<file path="config.mk">
export PLATFORM = sky130hd
export DESIGN_NAME = axi_master_txn_arbiter
export DESIGN_NICKNAME = d
export VERILOG_FILES = /design/src/rtl/axi_master_txn_arbiter.sv
export SDC_FILE = /design/constraint.sdc
export NUM_CORES = 1
export LEC_CHECK = 0
export ABC_AREA = 1
export BUFFER_PORTS_ARGS = -buffer_cell sky130_fd_sc_hd__buf_2
export CORE_AREA = 2 2 268 270
export DETAILED_ROUTE_END_ITERATION = 8
export DIE_AREA = 0 0 270 272
export MAX_ROUTING_LAYER = met4
export PLACE_DENSITY = 0.44
export SLEW_MARGIN = 10
export SYNTH_ARGS = -nofsm -noshare
export SYNTH_HDL_FRONTEND = slang
export SYNTH_SLANG_ARGS = --single-unit
</file>
<file path="constraint.sdc">
create_clock -name AClk -period 2.07 [get_ports AClk]
set_input_delay 0.207 -clock AClk [delete_from_list [all_inputs] [get_ports AClk]]
set_output_delay 0.207 -clock AClk [all_outputs]
set_load 0.02 [all_outputs]
</file>
<file path="src/rtl/axi_master_txn_arbiter.sv">
// axi_master_txn_arbiter: round-robin sharing of the AXI master command interface with per-channel response routing and timeout
module axi_master_txn_arbiter #(
    parameter int NUM_REQ     = 2,
    parameter int ADDR_WIDTH  = 32,
    parameter int DATA_WIDTH  = 64,
    parameter int TIMEOUT_CYC = 1024
) (
    input  logic                            AClk,
    input  logic                            ARst,
    input  logic [NUM_REQ-1:0]              wr_req,
    input  logic [NUM_REQ*ADDR_WIDTH-1:0]   wr_addr,
    input  logic [NUM_REQ*8-1:0]            wr_len,
    input  logic [NUM_REQ*3-1:0]            wr_size,
    input  logic [NUM_REQ*2-1:0]            wr_burst,
    input  logic [NUM_REQ*DATA_WIDTH-1:0]   wr_data,
    input  logic [NUM_REQ*8-1:0]            wr_strb,
    output logic [NUM_REQ-1:0]              wr_gnt,
    output logic [NUM_REQ-1:0]              wr_done,
    output logic [1:0]                      wr_resp,
    input  logic [NUM_REQ-1:0]              rd_req,
    input  logic [NUM_REQ*ADDR_WIDTH-1:0]   rd_addr,
    input  logic [NUM_REQ*8-1:0]            rd_len,
    input  logic [NUM_REQ*3-1:0]            rd_size,
    input  logic [NUM_REQ*2-1:0]            rd_burst,
    output logic [NUM_REQ-1:0]              rd_gnt,
    output logic [NUM_REQ-1:0]              rd_valid,
    output logic [DATA_WIDTH-1:0]           rd_data,
    output logic [1:0]                      rd_resp,
    output logic                            rd_last,
    output logic [3:0]                      TXN_ID_W_d,
    output logic [ADDR_WIDTH-1:0]           awaddr_d,
    output logic [7:0]                      awlen_d,
    output logic [2:0]                      awsize_d,
    output logic [1:0]                      awburst_d,
    output logic                            awlock_d,
    output logic [3:0]                      awcache_d,
    output logic [2:0]                      awprot_d,
    output logic [DATA_WIDTH-1:0]           wdata_d,
    output logic [7:0]                      wstrb_d,
    output logic                            wr_trn_en,
    input  logic [1:0]                      bresp_d,
    input  logic [3:0]                      bid_d,
    input  logic                            wr_rsp_en_d,
    output logic [7:0]                      TXN_ID_R_d,
    output logic [ADDR_WIDTH-1:0]           araddr_d,
    output logic [7:0]                      arlen_d,
    output logic [2:0]                      arsize_d,
    output logic [1:0]                      arburst_d,
    output logic                            arlock_d,
    output logic [3:0]                      arcache_d,
    output logic [2:0]                      arprot_d,
    output logic                            rd_trn_en,
    input  logic [DATA_WIDTH-1:0]           rdata_d,
    input  logic [1:0]                      rresp_d,
    input  logic [7:0]                      rid_d,
    input  logic                            rd_rsp_en_d,
    input  logic                            r_last_d,
    output logic                            err_timeout,
    output logic                            err_id
);
    localparam int IW = $clog2(NUM_REQ);
    localparam logic [IW:0] NR = (IW + 1)'(NUM_REQ);
    localparam logic [IW-1:0] LAST_IDX = IW'(NUM_REQ - 1);
    localparam logic [31:0] TO_LAST = 32'(TIMEOUT_CYC - 1);
    localparam logic [1:0] W_IDLE = 2'd0, W_ISSUE = 2'd1, W_WAIT = 2'd2;
    localparam logic [1:0] R_IDLE = 2'd0, R_ISSUE = 2'd1, R_DATA = 2'd2;

    logic [1:0]    wr_state, rd_state;
    logic [IW-1:0] wr_ptr, rd_ptr, wr_pick, rd_pick;
    logic [31:0]   wr_timer, rd_timer;
    logic          wr_err_id, rd_err_id, wr_err_to, rd_err_to;

    function automatic logic [IW-1:0] rr_pick(input logic [NUM_REQ-1:0] req, input logic [IW-1:0] ptr);
        logic [IW:0] s;
        rr_pick = '0;
        for (int k = NUM_REQ - 1; k >= 0; k--) begin
            s = {1'b0, ptr} + (IW + 1)'(k);
            s = s >= NR ? s - NR : s;
            if (req[s[IW-1:0]]) rr_pick = s[IW-1:0];
        end
    endfunction

    function automatic logic [IW-1:0] next_ptr(input logic [IW-1:0] p);
        next_ptr = p == LAST_IDX ? '0 : p + 1'b1;
    endfunction

    assign wr_pick     = rr_pick(wr_req, wr_ptr);
    assign rd_pick     = rr_pick(rd_req, rd_ptr);
    assign wr_trn_en   = wr_state == W_ISSUE;
    assign rd_trn_en   = rd_state == R_ISSUE;
    assign wdata_d     = |wr_gnt ? wr_data[int'(TXN_ID_W_d)*DATA_WIDTH +: DATA_WIDTH] : '0;
    assign wstrb_d     = |wr_gnt ? wr_strb[int'(TXN_ID_W_d)*8 +: 8] : '0;
    assign awlock_d    = 1'b0;
    assign awcache_d   = '0;
    assign awprot_d    = '0;
    assign arlock_d    = 1'b0;
    assign arcache_d   = '0;
    assign arprot_d    = '0;
    assign err_timeout = wr_err_to | rd_err_to;
    assign err_id      = wr_err_id | rd_err_id;

    always_ff @(posedge AClk) begin
        if (ARst) begin
            wr_state   <= W_IDLE;
            wr_ptr     <= '0;
            wr_timer   <= '0;
            wr_gnt     <= '0;
            wr_done    <= '0;
            wr_resp    <= '0;
            TXN_ID_W_d <= '0;
            awaddr_d   <= '0;
            awlen_d    <= '0;
            awsize_d   <= '0;
            awburst_d  <= '0;
            wr_err_id  <= 1'b0;
            wr_err_to  <= 1'b0;
        end else begin
            wr_done <= '0;
            if (wr_rsp_en_d && wr_state != W_WAIT) wr_err_id <= 1'b1;
            if (wr_state == W_IDLE) begin
                if (|wr_req && ~|wr_done) begin
                    wr_gnt     <= NUM_REQ'(1) << wr_pick;
                    awaddr_d   <= wr_addr[int'(wr_pick)*ADDR_WIDTH +: ADDR_WIDTH];
                    awlen_d    <= wr_len[int'(wr_pick)*8 +: 8];
                    awsize_d   <= wr_size[int'(wr_pick)*3 +: 3];
                    awburst_d  <= wr_burst[int'(wr_pick)*2 +: 2];
                    TXN_ID_W_d <= 4'(wr_pick);
                    wr_ptr     <= next_ptr(wr_pick);
                    wr_state   <= W_ISSUE;
                end
            end else if (wr_state == W_ISSUE) begin
                wr_timer <= '0;
                wr_state <= W_WAIT;
            end else if (wr_rsp_en_d) begin
                wr_done  <= wr_gnt;
                wr_resp  <= bid_d != TXN_ID_W_d ? 2'b10 : bresp_d;
                if (bid_d != TXN_ID_W_d) wr_err_id <= 1'b1;
                wr_gnt   <= '0;
                wr_state <= W_IDLE;
            end else if (wr_timer >= TO_LAST) begin
                wr_done   <= wr_gnt;
                wr_resp   <= 2'b10;
                wr_err_to <= 1'b1;
                wr_gnt    <= '0;
                wr_state  <= W_IDLE;
            end else begin
                wr_timer <= wr_timer + {31'd0, wr_timer != '1};
            end
        end
    end

    always_ff @(posedge AClk) begin
        if (ARst) begin
            rd_state   <= R_IDLE;
            rd_ptr     <= '0;
            rd_timer   <= '0;
            rd_gnt     <= '0;
            rd_valid   <= '0;
            rd_data    <= '0;
            rd_resp    <= '0;
            rd_last    <= 1'b0;
            TXN_ID_R_d <= '0;
            araddr_d   <= '0;
            arlen_d    <= '0;
            arsize_d   <= '0;
            arburst_d  <= '0;
            rd_err_id  <= 1'b0;
            rd_err_to  <= 1'b0;
        end else begin
            rd_valid <= '0;
            rd_last  <= 1'b0;
            if (rd_rsp_en_d && rd_state != R_DATA) rd_err_id <= 1'b1;
            if (rd_state == R_IDLE) begin
                if (|rd_req && ~|rd_valid) begin
                    rd_gnt     <= NUM_REQ'(1) << rd_pick;
                    araddr_d   <= rd_addr[int'(rd_pick)*ADDR_WIDTH +: ADDR_WIDTH];
                    arlen_d    <= rd_len[int'(rd_pick)*8 +: 8];
                    arsize_d   <= rd_size[int'(rd_pick)*3 +: 3];
                    arburst_d  <= rd_burst[int'(rd_pick)*2 +: 2];
                    TXN_ID_R_d <= 8'(rd_pick);
                    rd_ptr     <= next_ptr(rd_pick);
                    rd_state   <= R_ISSUE;
                end
            end else if (rd_state == R_ISSUE) begin
                rd_timer <= '0;
                rd_state <= R_DATA;
            end else if (rd_rsp_en_d) begin
                rd_valid <= rd_gnt;
                rd_data  <= rdata_d;
                rd_resp  <= rresp_d;
                rd_last  <= r_last_d;
                rd_timer <= '0;
                if (rid_d != TXN_ID_R_d) rd_err_id <= 1'b1;
                if (r_last_d) begin
                    rd_gnt   <= '0;
                    rd_state <= R_IDLE;
                end
            end else if (rd_timer >= TO_LAST) begin
                rd_valid  <= rd_gnt;
                rd_resp   <= 2'b10;
                rd_last   <= 1'b1;
                rd_err_to <= 1'b1;
                rd_gnt    <= '0;
                rd_state  <= R_IDLE;
            end else begin
                rd_timer <= rd_timer + {31'd0, rd_timer != '1};
            end
        end
    end
endmodule
</file>
==> metrics.cfg <==
[floorplan]
start_util_pct=15.5
coreArea_sq_um=70800
die_area_sq_um=73400
io_pins=684
dieWidth_microns=270
fp.dieH_microns=272
rows=98

[status]
outcome=complete, but fails checks
violations=hold timing

[route]
vias=14468
post_drt_wl_per_cell_microns=17.5
post-route-drc-count=0
drt_iter0_markers=815
ant_nets=0
drt_first_pass_iters=6
vias_per_cell=4.09
drt-total-wl_microns=61900

[timing]
rsz0062_at_grt=yes
final.min_clock_period_ns=2.06
max-slew-margin-rel_pct=63.3
max_clock_freq_mhz=485
max_slew.worst_pin.slew_ns=0.551
fin_skew_ns=0.0142
whs_ns=-0.00522
fin_crit_sh_pct=99.5
setup-tns-final_ns=0
maxSlewViolCount=0
hold_violations=1
setup_viol=0

[worst_setup_path]
crit_fanout=6
cp.arrival_ns=1.85
critPathSlowestCell=dfxtp_4
cpMostUsedCell=buf_12
crit_required_ns=1.86
crit_type=flip-flop to output pin
r2r_slack_ns=0.13
startpoint_type=flip-flop
r2r_start=rd_timer[28]$_SDFFE_PP0P_
r2r_end=rd_timer[5]$_SDFFE_PP0P_
reg2reg_depth=11
crit_chain=buf_12 > clkinv_16 > buf_12 > buf_16 > nand2_1 > a21oi_2 > buf_4
slowest_delay_ns=0.36
endpoint_kind=output pin

[hold_path]
hold_start=wr_len[8]
min_to=awlen_d[0]$_SDFFE_PP0P_
whs_path_depth=3
hp-class=input pin to flip-flop

[synth]
synth.cell_area_sq_um=11000
synth_cell_types=33
synth-warning-count=0
synthAdderAreaFrac_pct=0.455
avgSynthCellArea_sq_um=6.78
synth-compound-area-share_pct=13.9
synth_top_family_by_area=simple AND/OR/NAND/NOR gates
seq_area_frac_synth_pct=44.3
synth_simple_gate_area_share_pct=32.2
synth_xor_area_share_pct=0.717
synthCells=1621
synthMuxAreaShare_pct=0.0911
synth-seq-cells=243

[global_route]
antenna_found_initial=10
grt_max_degree=97
grtUsageTotal_pct=15.5
gr-total-overflow=0
grt_pass1_vias=13840
grt_first_pass_wirelength_microns=85400

[job]
cap_violations=0

[cts]
root_buffer=clkbuf_16
clock_path_buffers=3
clk_pin_slew_ns=0.06
cts_tree=done
clock_sinks=243
htree_levels=1
cts-buffers-inserted=31
clk_latency_ns=0.61

[final_layout]
final_cell_mix=buf_2, nand2_1, dlygate4sd3_1, nor2_1, dfxtp_1
final_nets=2972
final_layout_size_suffix_gt1_share_pct=34.9
syn_to_final_growth_pct=84.6
utilization_pct=28.7
final_common_cell=buf_2

[place]
port_buffers=657
place.gp.congestion=0.842
hpwl_microns=43300

[power_and_ir_drop]
p_leak_nw=9.32
finalPower_w=0.0192
vdd_ir_drop_max_mv=0.566
power_density_nw_per_um2=947

-- kinds of logic (layout without fill, tap and decap cells) --
kind of cell | after synthesis | after routing
AND/OR/NAND/NOR | 887 | 887
AO/OA/AOI/OAI | 277 | 277
flip-flops | 243 | 243
buffers and inverters | 199 | 1131
XOR/XNOR | 9 | 9
adder cells (fa/ha/maj) | 4 | 4
other | 1 | 32
multiplexers | 1 | 1
-- per-layer routing --
layer  global-route usage (%)  up-vias  wire length (microns)
met5                        -        -                      0
met4                     5.22        0                   2340
met3                     4.52      109                   5400
met2                     23.0      670                  26400
met1                     20.1     6620                  27800
li1                         -     7069                      -
-- cells in the mapped netlist (all sizes together) --
cell type	n	area share, %
o31ai	1	0.068
nand4	21	1.2
a21oi	105	4.8
ha	4	0.46
o21ai	78	3.7
conb	1	0.034
dfxtp	243	44
nor4	3	0.17
a211oi	3	0.20
xnor2	3	0.24
xor2	6	0.48
a31oi	90	5.1
inv	73	2.5
nor2	247	8.7
nand3b	2	0.14
clkbuf	64	2.2
nand3	53	2.4
nand2	544	19
buf	62	3.7
or2	1	0.057
mux2i	1	0.091
nor3	16	0.77
-- worst max path at each step --
stage	start	endpoint
4_1_cts	TXN_ID_W_d[0]$_SDFFE_PP0P_	wdata_d[44]
3_3_place_gp	rd_timer[8]$_SDFFE_PP0P_	rd_timer[9]$_SDFFE_PP0P_
5_1_grt	TXN_ID_W_d[0]$_SDFFE_PP0P_	wdata_d[41]
6_report	TXN_ID_W_d[0]$_SDFFE_PP0P_	wdata_d[41]
3_5_place_dp	rd_timer[8]$_SDFFE_PP0P_	rd_timer[9]$_SDFFE_PP0P_
2_1_floorplan	wr_timer[5]$_SDFFE_PP0P_	wr_timer[8]$_SDFFE_PP0P_
-- area by class of cell --
class	count	area (sq um)
well taps	950	1190
clock inverters	15	219
inverters	73	300
diodes	6	15.0
fillers	7744	50500
repair buffers	1002	7220
clock buffers	41	863
multi-input cells	1204	5610
flip-flops and latches	243	4880
-- per-stage QoR --
step	hold slack, ns	instance area [sq um]	instances	worst slack, ns
5_1_grt	0.0417	20300	3533	-0.0519
4_1_cts	0.00226	19400	3501	-0.0411
3_5_place_dp	0.440	15500	3187	0.0464
6_report	-0.00522	20300	3534	0.0102
3_3_place_gp	0.439	15500	3187	0.0409
2_1_floorplan	0.350	11100	1646	0.174
-- sequential cells by signal, indices dropped and copies added, names as in the netlist, 3 cells and up --
signal	cells
awaddr_d	32
arlen_d	8
awlen_d	8
araddr_d	32
rd_data	64
awsize_d	3
rd_timer	32
arsize_d	3
wr_timer	32
-- power by group --
part	switching (W)	leakage, nW	internal [W]	total, W
combinational	0.00475	6.79	0.00279	0.00754
sequential	0.000409	1.99	0.00540	0.00581
clock	0.00231	0.540	0.00354	0.00586
-- critical path: cells and delay by family (launching register included) --
family	cells	cell delay, ns
AOI/OAI and AO/OA	1	0.16
buffers and inverters	5	0.61
DFF	1	0.36
and+or+nand+nor	1	0.11
-- repair_timing --
item                                    in CTS  in global routing
gates resized for setup                     48                118
hold buffers                               251                  0
endpoints found under the setup margin      59                 80
pin swaps                                    1                 25
buffers inserted                             2                 17
cloned                                       5                 10
hold endpoints to repair                   163                  0
Note: power is estimated with default switching activity, not from simulation.
